File: src/rtl/axis_rr_pkg.sv
// Shared definitions for the round-robin AXIS merger: the channel-tag width
// helper and the output-register state encoding.
package axis_rr_pkg;

  typedef enum logic {
    EMPTY = 1'b0,
    FULL  = 1'b1
  } state_t;

  function automatic int clog2(input int value);
    int res;
    res = 0;
    for (int v = value - 1; v > 0; v = v >> 1) begin
      res++;
    end
    return res;
  endfunction

endpackage

File: src/rtl/axis_rr_pick.sv
// Rotating priority search: picks the first requester after the last granted
// channel, wrapping modulo N_CH.
module axis_rr_pick
  import axis_rr_pkg::*;
#(
  parameter int N_CH     = 4,
  parameter int ID_WIDTH = clog2(N_CH)
) (
  input  logic [N_CH-1:0]     req,
  input  logic [ID_WIDTH-1:0] last,
  output logic [ID_WIDTH-1:0] sel,
  output logic                any
);

  always_comb begin : search
    logic found;
    int   idx;
    sel   = '0;
    found = 1'b0;
    idx   = 0;
    // Starting at last+1 means the channel just served is checked last.
    for (int k = 1; k <= N_CH; k++) begin
      idx = (int'(last) + k) % N_CH;
      if (!found && req[idx[ID_WIDTH-1:0]]) begin
        sel   = ID_WIDTH'(idx);
        found = 1'b1;
      end
    end
  end

  assign any = |req;

endmodule

File: src/rtl/axis_rr_mux.sv
// Round-robin merge of N_CH AXI-Stream inputs into one registered output,
// tagging each beat with its source channel in tuser.
module axis_rr_mux
  import axis_rr_pkg::*;
#(
  parameter  int N_CH       = 4,
  parameter  int DATA_WIDTH = 24,
  localparam int ID_WIDTH   = clog2(N_CH)
) (
  input  logic                       aclk,
  input  logic                       rst,
  input  logic [N_CH-1:0]            en_mask,
  input  logic [N_CH*DATA_WIDTH-1:0] s_axis_tdata,
  input  logic [N_CH-1:0]            s_axis_tvalid,
  output logic [N_CH-1:0]            s_axis_tready,
  output logic [DATA_WIDTH-1:0]      m_axis_tdata,
  output logic [ID_WIDTH-1:0]        m_axis_tuser,
  output logic                       m_axis_tvalid,
  input  logic                       m_axis_tready
);

  state_t                state_reg;
  logic [DATA_WIDTH-1:0] data_reg;
  logic [ID_WIDTH-1:0]   user_reg;
  logic [ID_WIDTH-1:0]   last_reg;

  logic [N_CH-1:0]       req;
  logic [DATA_WIDTH-1:0] chan_data [N_CH];
  logic [DATA_WIDTH-1:0] data_next;
  logic [ID_WIDTH-1:0]   sel;
  logic                  any;
  logic                  load;

  axis_rr_pick #(
    .N_CH     (N_CH),
    .ID_WIDTH (ID_WIDTH)
  ) u_pick (
    .req  (req),
    .last (last_reg),
    .sel  (sel),
    .any  (any)
  );

  // The output register can take a new beat when empty or being drained now.
  assign load = (state_reg == EMPTY) | m_axis_tready;

  for (genvar gi = 0; gi < N_CH; gi++) begin : g_chan
    assign req[gi]           = s_axis_tvalid[gi] & en_mask[gi];
    assign chan_data[gi]     = s_axis_tdata[gi*DATA_WIDTH +: DATA_WIDTH];
    assign s_axis_tready[gi] = ~rst & load & any & (sel == ID_WIDTH'(gi));
  end

  assign data_next = chan_data[sel];

  always_ff @(posedge aclk) begin
    if (rst) begin
      state_reg <= EMPTY;
      data_reg  <= '0;
      user_reg  <= '0;
      last_reg  <= ID_WIDTH'(N_CH - 1);
    end else if (load) begin
      if (any) begin
        state_reg <= FULL;
        data_reg  <= data_next;
        user_reg  <= sel;
        last_reg  <= sel;
      end else begin
        // Nothing to send: the beat just drained leaves the register empty.
        state_reg <= EMPTY;
      end
    end
  end

  assign m_axis_tvalid = (state_reg == FULL);
  assign m_axis_tdata  = data_reg;
  assign m_axis_tuser  = user_reg;

endmodule

File: config.mk
export PLATFORM = sky130hd
export DESIGN_NAME = axis_rr_mux
export DESIGN_NICKNAME = d
export VERILOG_FILES = /design/src/rtl/axis_rr_pkg.sv /design/src/rtl/axis_rr_pick.sv /design/src/rtl/axis_rr_mux.sv
export SDC_FILE = /design/constraint.sdc
export NUM_CORES = 1
export LEC_CHECK = 0
export ABC_AREA = 1
export BUFFER_PORTS_ARGS = -buffer_cell sky130_fd_sc_hd__buf_2
export CORE_ASPECT_RATIO = 0.75
export CORE_MARGIN = 2
export CORE_UTILIZATION = 45
export DETAILED_ROUTE_END_ITERATION = 10
export GPL_TIMING_DRIVEN = 0
export PLACE_DENSITY = 0.9
export SLEW_MARGIN = 20
export SYNTH_ARGS = -nofsm -noshare
export SYNTH_HDL_FRONTEND = slang
export SYNTH_SLANG_ARGS = --single-unit
File: constraint.sdc
create_clock -name aclk -period 2.6 [get_ports aclk]
set_input_delay 0.52 -clock aclk [delete_from_list [all_inputs] [get_ports aclk]]
set_output_delay 0.52 -clock aclk [all_outputs]
set_load 0.03 [all_outputs]
==> Word-level counts from Yosys, hierarchy flattened <==
Index checks and enable logic that the tools add are counted.
{ "classes": {"add_sub_neg": 4, "mux": 19, "n_eq_ne": 3, "n_reduce_logical": 9, "magnitude_cmp": 5, "bitwise": 14} }
{ "op_table": {"columns": ["op", "count"], "rows": [
  ["$bmux 24 s2", 1],
  ["$mux 24", 2],
  ["$lt 2x3->1 const B", 4],
  ["$and 1x1->1", 10],
  ["$bmux 1 s2", 4],
  ["$mux 1", 8],
  ["$mux 2", 4],
  ["$add 2x1->2 const B", 2],
  ["$add 2x2->2 const B", 2],
  ["$eq 2x2->1 const B", 2],
  ["$reduce_or 4->1", 1],
  ["$ge 3x3->1 const B", 1],
  ["$logic_and 1x1->1", 3],
  ["$logic_not 1->1", 3],
  ["$not 2->3", 1],
  ["$eq 2x1->1 const B", 1],
  ["$logic_not 2->1", 1],
  ["$not 1->1", 2],
  ["$reduce_and 2->1", 1],
  ["$or 1x1->1", 1]
]} }
{ "word_totals": {"regBits": 29, "out_inout_bits": 31, "elab_cells": 58, "input_bits": 107} }

==> Logic depth before layout (Yosys ltp) <==
Gate-level depths: netlist of the first run.
{ "depth": {"depth_word": 17, "depth_mapped": 16, "mapped_depth_nobuf": 15} }

==> Modules after synthesis <==
A second synthesis of the first run with hierarchy kept.
{ "hier_totals": {"cells_unflattened": 400, "area_unflattened_um2": 2333.5} }
{ "modules_own_cells": {"columns": ["module", "seq_area_each_um2", "area_each_um2", "cells_each", "instances"], "rows": [
  ["axis_rr_mux", 580.6, 2031.9, 350, 1],
  ["axis_rr_pick", 0.0, 301.5, 50, 1]
]} }

==> Least setup slack after synthesis of the first run <==
OpenSTA, ideal clock, no wires.
{ "synth_path": {"path_type": "input to output", "from": "in s_axis_tvalid[3]", "to": "out s_axis_tready[2]", "arrival_time_ps": 2171, "setup_slack_ps": -91, "required_ps": 2080, "n_path_buf": 1, "stages": 10, "path_cell_list": "nand2_1 nand2_2 nand3_1 nand2_2 nor2_4 nand3_1 nor2_1 nor2_4 buf_4 nor3_1"} }
{ "synth_via": {"elab_chain_cells": 15, "word_cells_on_any_way": 26, "classes_between": "eq/ne: 1; mux: 15; bitwise: 3; reduce/logical: 7"} }
{ "synth_rtl": {"columns": ["item", "line", "rtl"], "rows": [
  ["from (decl)", "axis_rr_mux.sv:14", "input logic [N_CH-1:0] s_axis_tvalid,"],
  ["$and 1x1->1 *", "axis_rr_mux.sv:48", "assign req[gi] = s_axis_tvalid[gi] & en_mask[gi];"],
  ["$bmux 1 s2", "axis_rr_pick.sv:24", "if (!found && req[idx[ID_WIDTH-1:0]]) begin"],
  ["$mux 1 (implied by the code)", "axis_rr_pick.sv:24", null],
  ["$mux 1", "axis_rr_pick.sv:24", null],
  ["$logic_not 1->1", "axis_rr_pick.sv:24", null],
  ["$logic_and 1x1->1", "axis_rr_pick.sv:24", null],
  ["$mux 1", "axis_rr_pick.sv:24", null],
  ["$logic_not 1->1", "axis_rr_pick.sv:24", null],
  ["$logic_and 1x1->1", "axis_rr_pick.sv:24", null],
  ["$mux 1", "axis_rr_pick.sv:24", null],
  ["$logic_not 1->1", "axis_rr_pick.sv:24", null],
  ["$logic_and 1x1->1", "axis_rr_pick.sv:24", null],
  ["$mux 2", "axis_rr_pick.sv:24", null],
  ["$eq 2x2->1", "axis_rr_mux.sv:50", "assign s_axis_tready[gi] = ~rst & load & any & (sel == ID_WIDTH'(gi));"],
  ["$and 1x1->1 *", "axis_rr_mux.sv:50", null],
  ["to (decl)", "axis_rr_mux.sv:15", "output logic [N_CH-1:0] s_axis_tready,"]
]} }
Every way passes the cells marked *; elsewhere a longest branch is shown, timed or not. The select of a mux whose other input is x is not followed.

==> Final worst setup path of the first run <==
{ "layout_path": {"from": "reg last_reg[0]", "to": "out s_axis_tready[2]"} }
{ "layout_via": {"elab_chain_cells": 15, "word_cells_on_any_way": 27, "classes_between": "add/sub: 4; eq/ne: 1; mux: 15; bitwise: 1; reduce/logical: 6"} }
{ "layout_rtl": {"columns": ["item", "line", "rtl"], "rows": [
  ["from (decl)", "axis_rr_mux.sv:25", "logic [ID_WIDTH-1:0] last_reg;"],
  ["from (signal assigned)", "axis_rr_mux.sv:60", "last_reg <= ID_WIDTH'(N_CH - 1);"],
  ["from (signal assigned)", "axis_rr_mux.sv:66", "last_reg <= sel;"],
  ["$add 2x1->2", "axis_rr_pick.sv:23", "idx = (int'(last) + k) % N_CH;"],
  ["$bmux 1 s2", "axis_rr_pick.sv:24", null],
  ["$mux 1 (implied by the code)", "axis_rr_pick.sv:24", null],
  ["$mux 1", "axis_rr_pick.sv:24", null],
  ["$logic_not 1->1", "axis_rr_pick.sv:24", null],
  ["$logic_and 1x1->1", "axis_rr_pick.sv:24", null],
  ["$mux 1", "axis_rr_pick.sv:24", null],
  ["$logic_not 1->1", "axis_rr_pick.sv:24", null],
  ["$logic_and 1x1->1", "axis_rr_pick.sv:24", null],
  ["$mux 1", "axis_rr_pick.sv:24", null],
  ["$logic_not 1->1", "axis_rr_pick.sv:24", null],
  ["$logic_and 1x1->1", "axis_rr_pick.sv:24", null],
  ["$mux 2 *", "axis_rr_pick.sv:24", null],
  ["$eq 2x2->1 *", "axis_rr_mux.sv:50", null],
  ["$and 1x1->1 *", "axis_rr_mux.sv:50", null]
]} }
Marked as above.

==> results.tsv, run 1 <==
stage	metric	value	unit
floorplanning	die_area	6101	um^2
power_and_ir_drop	finalPower	5793	uW
drt	vias_per_cell	5.188	
clock_tree	ctsHoldBuffers	0	
yosys	synth_area	2469	um^2
sta	fin_crit_sh	95.45	%
power_and_ir_drop	ir_drop	0.7486	mV
sta	hold_violations	0	
yosys	syn_inst	427	
worst_hold_path	hp-class	primary input to register	
power_and_ir_drop	p_sw	3324	uW
finish	finalNonFillerCells	653	
setup_path	critical_path_required	2.08	ns
clock_tree	cts.clk_slew.worst_paths	0.06	ns
sta	rsz0062_at_grt	false	
floorplanning	die_x	89.53	um
placed_design	placed_area	3258	um^2
sta	tightest_slew	0.5299	ns
yosys	ys_ff_latch	29	
yosys	synth_top_area_share	23.52	%
drt	wl	8.828	mm
drt	wire_per_inst	13.52	um
run_status	outcome	finished clean	
floorplanning	rows	23	
power_and_ir_drop	leakage	0.002033	uW
floorplanning	dieHeight	68.15	um
sta	setup_viol	0	
floorplanning	core	5324	um^2
global_route	grt_pass1_vias	3045	
yosys	syn_area_per_cell	5.781	um^2
drt	drt-initial-drc-count	220	
global_route	grtUsageTotal	28.83	%
global_route	antenna_found_initial	0	
finish	antenna_cells	0	
clock_tree	htreeDepth	2	
placed_design	dp.cells	639	
setup_path	cp_cell_sequence	buf_2 > nand3_1 > nand2_2 > nand2_1 > nand2_1 > nor2_4 > nand3_2 > nor2_4 > nor2_4 > buf_4 > nor3_4 > buf_6	
drt	ant_nets	0	
sta	layout_setup_ws	0.1183	ns
clock_tree	clockRootBuffer	clkbuf_8	
sta	max_slew_margin	64.67	%
drt	first_pass_iters	7	
finish	fin_area	3485	um^2
drt	wl_met2	4.126	mm
power_and_ir_drop	intPower	2468	uW
power_and_ir_drop	combPwrFrac	79.4	%
flow_run	maxCapViolations	0	
setup_path	worst_path_most_repeated_cell	nor2_4	
placed_design	gp_congestion	0.8865	
setup_path	path_max_fanout	10	
drt	vias	3388	
power_and_ir_drop	clockPowerShare	7.2	%
floorplanning	io_pins	138	
clock_tree	tritoncts	built	
clock_tree	cts.sinks	29	
setup_path	crit_type	register to primary output	
placed_design	portBuffers	137	
yosys	synth.area.top_cells	dfxtp_1 24%, nand3_1 20%, nand2_1 16%, inv_1 8.2%, nor2_1 8.2%	
drt	remaining_drc_errors	0	
setup_path	cp_top_family	simple AND/OR/NAND/NOR gates	
global_route	grt_remaining_overflow	0	
sta	min_period	2.482	ns
global_route	grt_max_degree	11	
sta	timing.fmax	402.9	MHz
finish	final_common_cell	buf_2	
clock_tree	numCtsBuffers	5	
finish	largest_reg_flops	24	
global_route	grt_first_pass_wirelength	13.44	mm
setup_path	critPathMaxStageDelay	0.36	ns
finish	layout_common_cells	142 x buf_2, 104 x nand2_1, 96 x nand3_1, 54 x inv_1, 52 x nor2_1	
yosys	synth_area_leader_cell	dfxtp_1	
setup_path	worstPathArrival	1.96	ns
drt	met1Wirelength	3.615	mm
clock_tree	clock_latency	0.28	ns
placed_design	dpl.hpwl	6.900	mm
yosys	synthesis.nets	534	
power_and_ir_drop	seqPwrFrac	13.4	%
placed_design	pre_cts_slack	-0.09564	ns
floorplanning	start_util	46.37	%
drt	wl_met3	912	um
yosys	ys_types	24	
drt	top_layer	met4	
sta	drv_slew	0	
power_and_ir_drop	switching_share	57.39	%
yosys	yosys_warnings	0	
finish	layout-drive-gt1-share	35.64	%
setup_path	crit_slowest_cell	dfxtp_4	
setup_path	worst-path-buf-inv	3	
setup_path	cp-start-kind	register	
finish	nNetsFinal	684	
yosys	ys_seq_area_share	23.52	%
power_and_ir_drop	p_per_area	1662	nW/um^2
sta	skew	0.003955	ns
setup_path	critPathCaptureType	primary output	
finish	syn2layout_area_growth	41.16	%
clock_tree	clockBufferDepth	2	
==> metal layers <==
metal	global-route usage (%)	vias to the layer above
met5	0	-
met4	9.328	0
met3	6.273	22
met2	51.39	216
met1	34.62	1494
li1	-	1656
==> path summary, 6_finish.rpt <==
kind | start | end | slack (ns) | cells past startpoint
hold reg to reg | m_axis_tuser[1] | m_axis_tuser[1] | 0.48 | 2
setup / recovery | last_reg[0] | s_axis_tready[2] | 0.12 | 12
hold / removal | rst | m_axis_tvalid | 0.45 | 2
setup reg to reg | last_reg[0] | m_axis_tdata[9] | 0.45 | 15
==> logic make-up after synthesis <==
family / Yosys count / synth area share [%]
buf+inv: 83 / 16.02
simple gates: 284 / 53.83
compound gates: 31 / 6.639
flops: 29 / 23.52
==> final cells by class <==
class	instances	area, um^2
fillers	524	1839
multi-input cells	315	1556
repair buffers	144	749.5
flip-flops and latches	29	588.1
inverters	57	224.0
plain buffers	25	171.4
clock buffers	7	96.34
well taps	75	93.84
clock inverters	1	5.005
==> stage by stage <==
step / util (%) / TNS (ns) / hold WS, ns
CTS: 64.63 / 0 / 0.4402
floorplan: - / 0 / 0.5612
finish: 65.45 / 0 / 0.4487
global placement: 61.20 / -0.1255 / 0.4445
global route: 65.45 / 0 / 0.4501
detailed placement: 61.20 / -0.2374 / 0.4557
==> repair_timing <==
| action | 4_1_cts | 5_1_grt |
|---|---|---|
| gates resized for setup | 16 | 11 |
| pin swaps | 6 | 5 |
| cloned | 0 | 1 |
| setup buffers | 4 | 2 |
| endpoints found under the setup margin | 4 | 4 |
==> cell usage after synthesis <==
cell type / instances
clkbuf_1: 7
dfxtp_1: 29
inv_1: 54
o21ai_2: 1
nor2_4: 2
o21ai_0: 25
buf_8: 1
buf_6: 6
nor3_1: 2
nand4_1: 3
nor2_1: 54
a21oi_1: 3
a22oi_1: 2
inv_6: 1
nand3_1: 98
buf_4: 3
nand2_2: 4
nand2_4: 2
nand3_2: 9
nand2_1: 108
nand2_8: 1
inv_2: 2
nand4_4: 1
buf_2: 9
==> power by group through the flow <==
stage,clock network [uW],logic [uW],registers (uW)
after floorplan,0,2870,1120
after detailed placement,0,4320,761
after CTS,422,4480,767
after global placement,0,4210,757
final,417,4600,779
after global routing,446,5020,803
Power figures use the tool's default switching activity.
==> inputs of run 2 (changes only) <==
--- a/config.mk
+++ b/config.mk
@@ -6,14 +6,16 @@
 export NUM_CORES = 1
 export LEC_CHECK = 0
 export ABC_AREA = 1
+export ABC_CLOCK_PERIOD_IN_PS = 2600
 export BUFFER_PORTS_ARGS = -buffer_cell sky130_fd_sc_hd__buf_2
 export CORE_ASPECT_RATIO = 0.75
 export CORE_MARGIN = 2
-export CORE_UTILIZATION = 45
+export CORE_UTILIZATION = 44
 export DETAILED_ROUTE_END_ITERATION = 10
 export GPL_TIMING_DRIVEN = 0
 export PLACE_DENSITY = 0.9
 export SLEW_MARGIN = 20
 export SYNTH_ARGS = -nofsm -noshare
 export SYNTH_HDL_FRONTEND = slang
+export SYNTH_HIERARCHICAL = 1
 export SYNTH_SLANG_ARGS = --single-unit
==> results.tsv, run 2 <==
stage	metric	value	unit	change
sta	tightest_slew	0.4808	ns	was 0.5299 ns
finish	final_common_cell	buf_2		unchanged
floorplanning	io_pins	138		unchanged
setup_path	regToRegEndpoint	m_axis_tdata[5]		was m_axis_tdata[9]
finish	finalNonFillerCells	622		was 653
placed_design	dp.cells	609		was 639
global_route	grtUsageTotal	27.27	%	was 28.83%
yosys	yosys_warnings	6		was 0
floorplanning	die_area	5908	um^2	was 6101 um^2
sta	drv_slew	0		unchanged
finish	antenna_cells	0		unchanged
finish	largest_reg_flops	24		unchanged
finish	nFillCells	492		was 524
yosys	syn_area_per_cell	5.834	um^2	was 5.781 um^2
drt	remaining_drc_errors	0		unchanged
global_route	grt_max_degree	18		was 11
global_route	grt_remaining_overflow	0		unchanged
clock_tree	numCtsBuffers	5		unchanged
finish	nNetsFinal	657		was 684
yosys	yosysMostFrequentCell	nand2_1		unchanged
drt	wl	8.413	mm	was 8.828 mm
setup_path	critPathMaxStageDelay	0.34	ns	was 0.36 ns
sta	min_period	2.674	ns	was 2.482 ns
drt	wire_per_inst	13.53	um	was 13.52 um
setup_path	crit_type	register to primary output		unchanged
yosys	ys_ff_latch	29		unchanged
setup_path	cp_top_family	buffers and inverters		was simple AND/OR/NAND/NOR gates
clock_tree	tritoncts	built		unchanged
floorplanning	start_util	46.58	%	was 46.37%
drt	vias	3194		was 3388
drt	drt-initial-drc-count	211		was 220
power_and_ir_drop	p_per_area	936.0	nW/um^2	was 1662 nW/um^2
worst_hold_path	hold_depth	2		unchanged
sta	timing.fmax	374.0	MHz	was 402.9 MHz
drt	first_pass_iters	5		was 7
setup_path	path_max_fanout	10		unchanged
yosys	ys_types	23		was 24
clock_tree	htreeDepth	2		unchanged
yosys	postSynth.asyncResetShare	0	%	unchanged
worst_hold_path	hp-class	primary input to register		unchanged
power_and_ir_drop	ir_drop	0.4883	mV	was 0.7486 mV
placed_design	pre_cts_slack	-0.1115	ns	was -0.09564 ns
flow_run	maxCapViolations	0		unchanged
yosys	synth_area	2333	um^2	was 2469 um^2
placed_design	portBuffers	137		unchanged
clock_tree	ctsHoldBuffers	0		unchanged
placed_design	gp_congestion	0.8781		was 0.8865
finish	multi_input_area	1474	um^2	was 1556 um^2
clock_tree	clockRootBuffer	clkbuf_8		unchanged
setup_path	cp-start-kind	register		unchanged
clock_tree	clockBufferDepth	2		unchanged
sta	setup_viol	3		was 0
sta	layout_setup_ws	-0.07411	ns	was 0.1183 ns
sta	skew	0.003975	ns	was 0.003955 ns
setup_path	critPathCaptureType	primary output		unchanged
yosys	synth_edf_count	0		unchanged
yosys	syn_inst	400		was 427
yosys	synth_top_area_share	24.88	%	was 23.52%
drt	ant_nets	0		unchanged
global_route	grt_pass1_vias	2723		was 3045
clock_tree	clock_latency	0.28	ns	about the same
finish	layout-drive-gt1-share	38.00	%	was 35.64%
sta	hold_violations	0		unchanged
yosys	synth.area.top_cells	dfxtp_1 25%, nand3_1 22%, nand2_1 20%, nor2_1 7.9%, inv_1 5.3%		was dfxtp_1 24%, nand3_1 20%, nand2_1 16%, inv_1 8.2%, nor2_1 8.2%
floorplanning	die_x	88.09	um	was 89.53 um
setup_path	rrSetupSlack	0.37	ns	was 0.45 ns
yosys	ys_seq_area_share	24.88	%	was 23.52%
finish	regArea	585.6	um^2	was 588.1 um^2
worst_hold_path	hp-start	rst		unchanged
drt	vias_per_cell	5.135		was 5.188
global_route	antenna_found_initial	0		unchanged
setup_path	reg2regPathDepth	18		was 15
floorplanning	core	5010	um^2	was 5324 um^2
sta	fin_crit_sh	102.9	%	was 95.45%
sta	max_slew_margin	67.95	%	was 64.67%
run_status	outcome	complete, but fails checks		was finished clean
setup_path	critical_path_required	2.08	ns	about the same
clock_tree	cts.sinks	29		unchanged
sta	rsz0062_at_grt	true		was false
yosys	synth_area_leader_cell	dfxtp_1		unchanged
finish	syn2layout_area_growth	44.29	%	was 41.16%
run_status	violations	negative setup slack		
floorplanning	rows	22		was 23
finish	final_core_util	67.21	%	was 65.45%
power_and_ir_drop	leakage	0.001922	uW	was 0.002033 uW
setup_path	r2r_start	last_reg[0]		unchanged
yosys	synth_commonest_cells	124 x nand2_1, 103 x nand3_1, 49 x nor2_1, 33 x inv_1, 29 x dfxtp_1		was 108 x nand2_1, 98 x nand3_1, 54 x inv_1, 54 x nor2_1, 29 x dfxtp_1
worst_hold_path	holdPathEnd	m_axis_tuser[1]		was m_axis_tvalid
setup_path	cp_cell_sequence	buf_6 > inv_8 > nand2_2 > nand2_2 > nand2_4 > inv_1 > a31oi_1 > nand3_2 > buf_6 > buf_6 > nor3_4 > buf_6		was buf_2 > nand3_1 > nand2_2 > nand2_1 > nand2_1 > nor2_4 > nand3_2 > nor2_4 > nor2_4 > buf_4 > nor3_4 > buf_6
setup_path	worstPathArrival	2.15	ns	was 1.96 ns
setup_path	worst_path_most_repeated_cell	buf_6		was nor2_4
clock_tree	cts.clk_slew.worst_paths	0.07	ns	was 0.06 ns
placed_design	dpl.hpwl	6.185	mm	was 6.900 mm
setup_path	worst-path-buf-inv	6		was 3
floorplanning	dieHeight	67.07	um	was 68.15 um
yosys	synthesis.nets	507		was 534
setup_path	crit_slowest_cell	dfxtp_2		was dfxtp_4
global_route	grt_first_pass_wirelength	12.34	mm	was 13.44 mm
yosys	ys.flop_type	dfxtp_1		unchanged
finish	layout_common_cells	141 x buf_2, 120 x nand2_1, 102 x nand3_1, 49 x nor2_1, 32 x inv_1		was 142 x buf_2, 104 x nand2_1, 96 x nand3_1, 54 x inv_1, 52 x nor2_1
## run 2: cell types whose count changed in the layout (fill, tap and decap cells not counted), sizes merged, moves of 2 or more
cell and delta:
o21ai -25, nand2 +24, clkbuf -7, nand3 -3, inv -19, nor2 -5
nand4 -2, a22oi -2, nor3 +2, buf +4
## run 2: per-layer routing
metal	GRT usage, %	wire [um]	up-vias
li1	-	-	1565
met1	33.73	3322	1414
met2	48.20	4140	203
met3	5.328	813	12
met4	7.576	138	0
met5	0	0	-
## run 2: how the worst max path moves through the flow
stage                        to  depth (start not counted)        startpoint
2_1_floorplan  s_axis_tready[2]                         13  s_axis_tvalid[1]
3_3_place_gp   s_axis_tready[2]                         15  s_axis_tvalid[1]
3_5_place_dp   s_axis_tready[3]                         16  s_axis_tvalid[1]
4_1_cts        s_axis_tready[2]                         14       last_reg[0]
5_1_grt        s_axis_tready[0]                         12       last_reg[0]
6_report       s_axis_tready[0]                         12       last_reg[0]
## run 2: layout make-up
cell class | instances | share of cell area [%]
inverter | 39 | 4.719
buffer | 23 | 5.686
clock buffer | 5 | 2.044
clock inverter | 2 | 1.041
multi-input combinational | 307 | 43.78
timing repair buffer | 145 | 22.67
sequential | 29 | 17.39
tap | 72 | 2.676
## run 2: kinds of logic after synthesis
kind of cell | synth area share (%)
AND/OR/NAND/NOR | 58.87
AO/OA/AOI/OAI | 1.823
buffers and inverters | 14.42
flip-flops | 24.88
## run 2: through the flow
stage	cell area [um^2]	TNS (ns)	total power (uW)	hold slack, ns
after floorplan	2344	-0.3621	1993	0.4646
after global placement	3119	-0.2437	2481	0.4503
after detailed placement	3119	-0.2945	2518	0.4550
after CTS	3262	-0.03135	3002	0.4549
after global routing	3367	-0.4413	3348	0.4601
final	3367	-0.1321	3152	0.4585
## run 2: repair_timing
action                     in CTS  in global routing
setup buffers                   3                  5
setup endpoints to repair       4                  4
gates resized for setup        10                 22
pin swaps                       1                  9
## run 2: power breakdown
part,internal (uW),switching [uW],leakage [uW]
Combinational,747,1340,0.00163
Sequential,550,60.3,0.000241
Clock,278,171,0.0000540
Total,1580,1580,0.00192
==> inputs of run 3 (changes only) <==
--- a/config.mk
+++ b/config.mk
@@ -14,6 +14,7 @@
 export DETAILED_ROUTE_END_ITERATION = 10
 export GPL_TIMING_DRIVEN = 0
 export PLACE_DENSITY = 0.9
+export RECOVER_POWER = 25
 export SLEW_MARGIN = 20
 export SYNTH_ARGS = -nofsm -noshare
 export SYNTH_HDL_FRONTEND = slang
==> results.tsv, run 3 (same netlist as run 2, synthesis figures left out) <==
stage	metric	value	unit	change
setup_path	regToRegEndpoint	m_axis_tdata[5]		unchanged
setup_path	crit_end	s_axis_tready[0]		unchanged
setup_path	critPathCaptureType	primary output		unchanged
global_route	antenna_found_initial	0		unchanged
finish	final_common_cell	buf_2		unchanged
sta	rsz0062_at_grt	true		unchanged
drt	vias	3172		was 3194
finish	antenna_cells	0		unchanged
setup_path	path_max_fanout	10		unchanged
finish	nNetsFinal	657		unchanged
drt	wl	8.442	mm	was 8.413 mm
setup_path	worst_path_most_repeated_cell	buf_6		unchanged
sta	max_slew_margin	67.28	%	was 67.95%
floorplanning	dieHeight	67.07	um	unchanged
drt	wire_per_inst	13.57	um	was 13.53 um
sta	layout_setup_ws	-0.07577	ns	was -0.07411 ns
power_and_ir_drop	finalPower	3145	uW	was 3152 uW
global_route	grt_first_pass_wirelength	12.34	mm	unchanged
clock_tree	cts.sinks	29		unchanged
setup_path	critical_path_required	2.08	ns	about the same
sta	hold_violations	0		unchanged
setup_path	cp_cell_sequence	buf_6 > inv_8 > nand2_2 > nand2_2 > nand2_4 > inv_1 > a31oi_1 > nand3_2 > buf_6 > buf_6 > nor3_4 > buf_6		unchanged
placed_design	gp_congestion	0.8781		unchanged
finish	multi_input_area	1474	um^2	unchanged
drt	first_pass_iters	5		unchanged
drt	ant_nets	0		unchanged
floorplanning	core	5010	um^2	unchanged
drt	drt-initial-drc-count	186		was 211
finish	layout_common_cells	128 x buf_2, 120 x nand2_1, 102 x nand3_1, 49 x nor2_1, 33 x inv_1		was 141 x buf_2, 120 x nand2_1, 102 x nand3_1, 49 x nor2_1, 32 x inv_1
floorplanning	die_area	5908	um^2	unchanged
setup_path	reg2regPathDepth	18		unchanged
sta	skew	0.006761	ns	was 0.003975 ns
setup_path	crit_slowest_cell	dfxtp_2		unchanged
power_and_ir_drop	leakage	0.001876	uW	was 0.001922 uW
finish	nFillCells	498		was 492
setup_path	worstPathArrival	2.16	ns	was 2.15 ns
run_status	violations	negative setup slack		unchanged
floorplanning	rows	22		unchanged
global_route	grtUsageMet2	48.20	%	unchanged
finish	layout-drive-gt1-share	35.45	%	was 38.00%
placed_design	dpl.hpwl	6.185	mm	unchanged
setup_path	crit_type	register to primary output		unchanged
global_route	grt_pass1_vias	2723		unchanged
placed_design	pre_cts_slack	-0.1115	ns	unchanged
clock_tree	clockRootBuffer	clkbuf_8		unchanged
sta	timing.fmax	373.7	MHz	was 374.0 MHz
global_route	top_usage_layer	met2		unchanged
global_route	grtUsageTotal	27.27	%	unchanged
sta	setup_viol	3		unchanged
global_route	grt_max_degree	18		unchanged
placed_design	portBuffers	137		unchanged
drt	remaining_drc_errors	0		unchanged
global_route	grtUsageMet1	33.73	%	unchanged
global_route	grt_remaining_overflow	0		unchanged
clock_tree	ctsHoldBuffers	0		unchanged
clock_tree	clock_latency	0.28	ns	about the same
sta	tightest_slew	0.4908	ns	was 0.4808 ns
finish	syn2layout_area_growth	43.59	%	was 44.29%
finish	final_core_util	66.88	%	was 67.21%
clock_tree	numCtsBuffers	5		unchanged
finish	regArea	585.6	um^2	unchanged
floorplanning	start_util	46.58	%	unchanged
setup_path	crit_start	last_reg[0]		unchanged
sta	drv_slew	0		unchanged
clock_tree	clockBufferDepth	2		unchanged
clock_tree	tritoncts	built		unchanged
placed_design	dp.cells	609		unchanged
sta	min_period	2.676	ns	was 2.674 ns
flow_run	maxCapViolations	0		unchanged
setup_path	rrSetupSlack	0.38	ns	was 0.37 ns
finish	largest_reg_flops	24		unchanged
power_and_ir_drop	ir_drop	0.4927	mV	was 0.4883 mV
global_route	globalRouteMet3Util	5.328	%	unchanged
setup_path	r2r_start	last_reg[0]		unchanged
power_and_ir_drop	p_per_area	938.6	nW/um^2	was 936.0 nW/um^2
floorplanning	io_pins	138		unchanged
drt	vias_per_cell	5.100		was 5.135
clock_tree	cts.clk_slew.worst_paths	0.07	ns	about the same
clock_tree	htreeDepth	2		unchanged
setup_path	critPathMaxStageDelay	0.34	ns	about the same
setup_path	cp-start-kind	register		unchanged
sta	fin_crit_sh	102.9	%	about the same
run_status	outcome	complete, but fails checks		unchanged
worst_hold_path	hp-class	primary input to register		unchanged
finish	finalNonFillerCells	622		unchanged
floorplanning	die_x	88.09	um	unchanged
## run 3: cell count changes in the layout (fill, tap and decap cells not counted), sizes merged
cell    delta
buf       -13
clkbuf    +13
## run 3: what timing repair did
action	CTS	global route
pin swaps	1	9
resized for setup	10	22
endpoints found under the setup margin	4	4
setup buffers	3	5
## run 3: layout make-up
cell class / count / area share (%)
buffer: 23 / 5.713
clock buffer: 5 / 2.054
clock inverter: 2 / 1.046
inverter: 39 / 4.742
multi-input combinational: 307 / 43.99
sequential: 29 / 17.48
tap: 72 / 2.689
timing repair buffer: 145 / 22.29
## run 3: how the worst min path moves through the flow
stage / startpoint / endpoint / slack (ns) / cells after the start
global route: rst / m_axis_tuser[1] / 0.46 / 2
floorplan: last_reg[0] / last_reg[0] / 0.46 / 2
detailed placement: m_axis_tuser[1] / m_axis_tuser[1] / 0.46 / 2
CTS: rst / m_axis_tuser[1] / 0.45 / 2
finish: rst / m_axis_tuser[1] / 0.46 / 2
global placement: m_axis_tuser[1] / m_axis_tuser[1] / 0.45 / 2
## run 3: stage by stage
stage | hold slack [ns] | area, um^2 | TNS [ns]
global route | 0.4601 | 3351 | -0.4413
detailed placement | 0.4550 | 3119 | -0.2945
global placement | 0.4503 | 3119 | -0.2437
CTS | 0.4549 | 3262 | -0.03135
floorplan | 0.4646 | 2344 | -0.3621
finish | 0.4577 | 3351 | -0.1489
## run 3: power by group
part           total, uW  leakage, uW  switching [uW]  internal, uW
registers            612     0.000241            61.9           550
logic               2080      0.00158            1350           734
clock network        450    0.0000540             172           278
total               3150      0.00188            1580          1560
## run 3: critical path, delay by kind of cell, from the launching register on
family                 cells  cell delay, ns
AO/OA/AOI/OAI              1            0.27
buffers and inverters      6            0.71
flip-flops                 1            0.34
AND/OR/NAND/NOR            5            0.54
## run 3: per-layer routing
| metal | share of wire [%] | vias to the layer above |
|---|---|---|
| li1 | - | 1566 |
| met3 | 9.8 | 18 |
| met2 | 48 | 187 |
| met5 | 0 | - |
| met1 | 40 | 1401 |
| met4 | 2.1 | 0 |
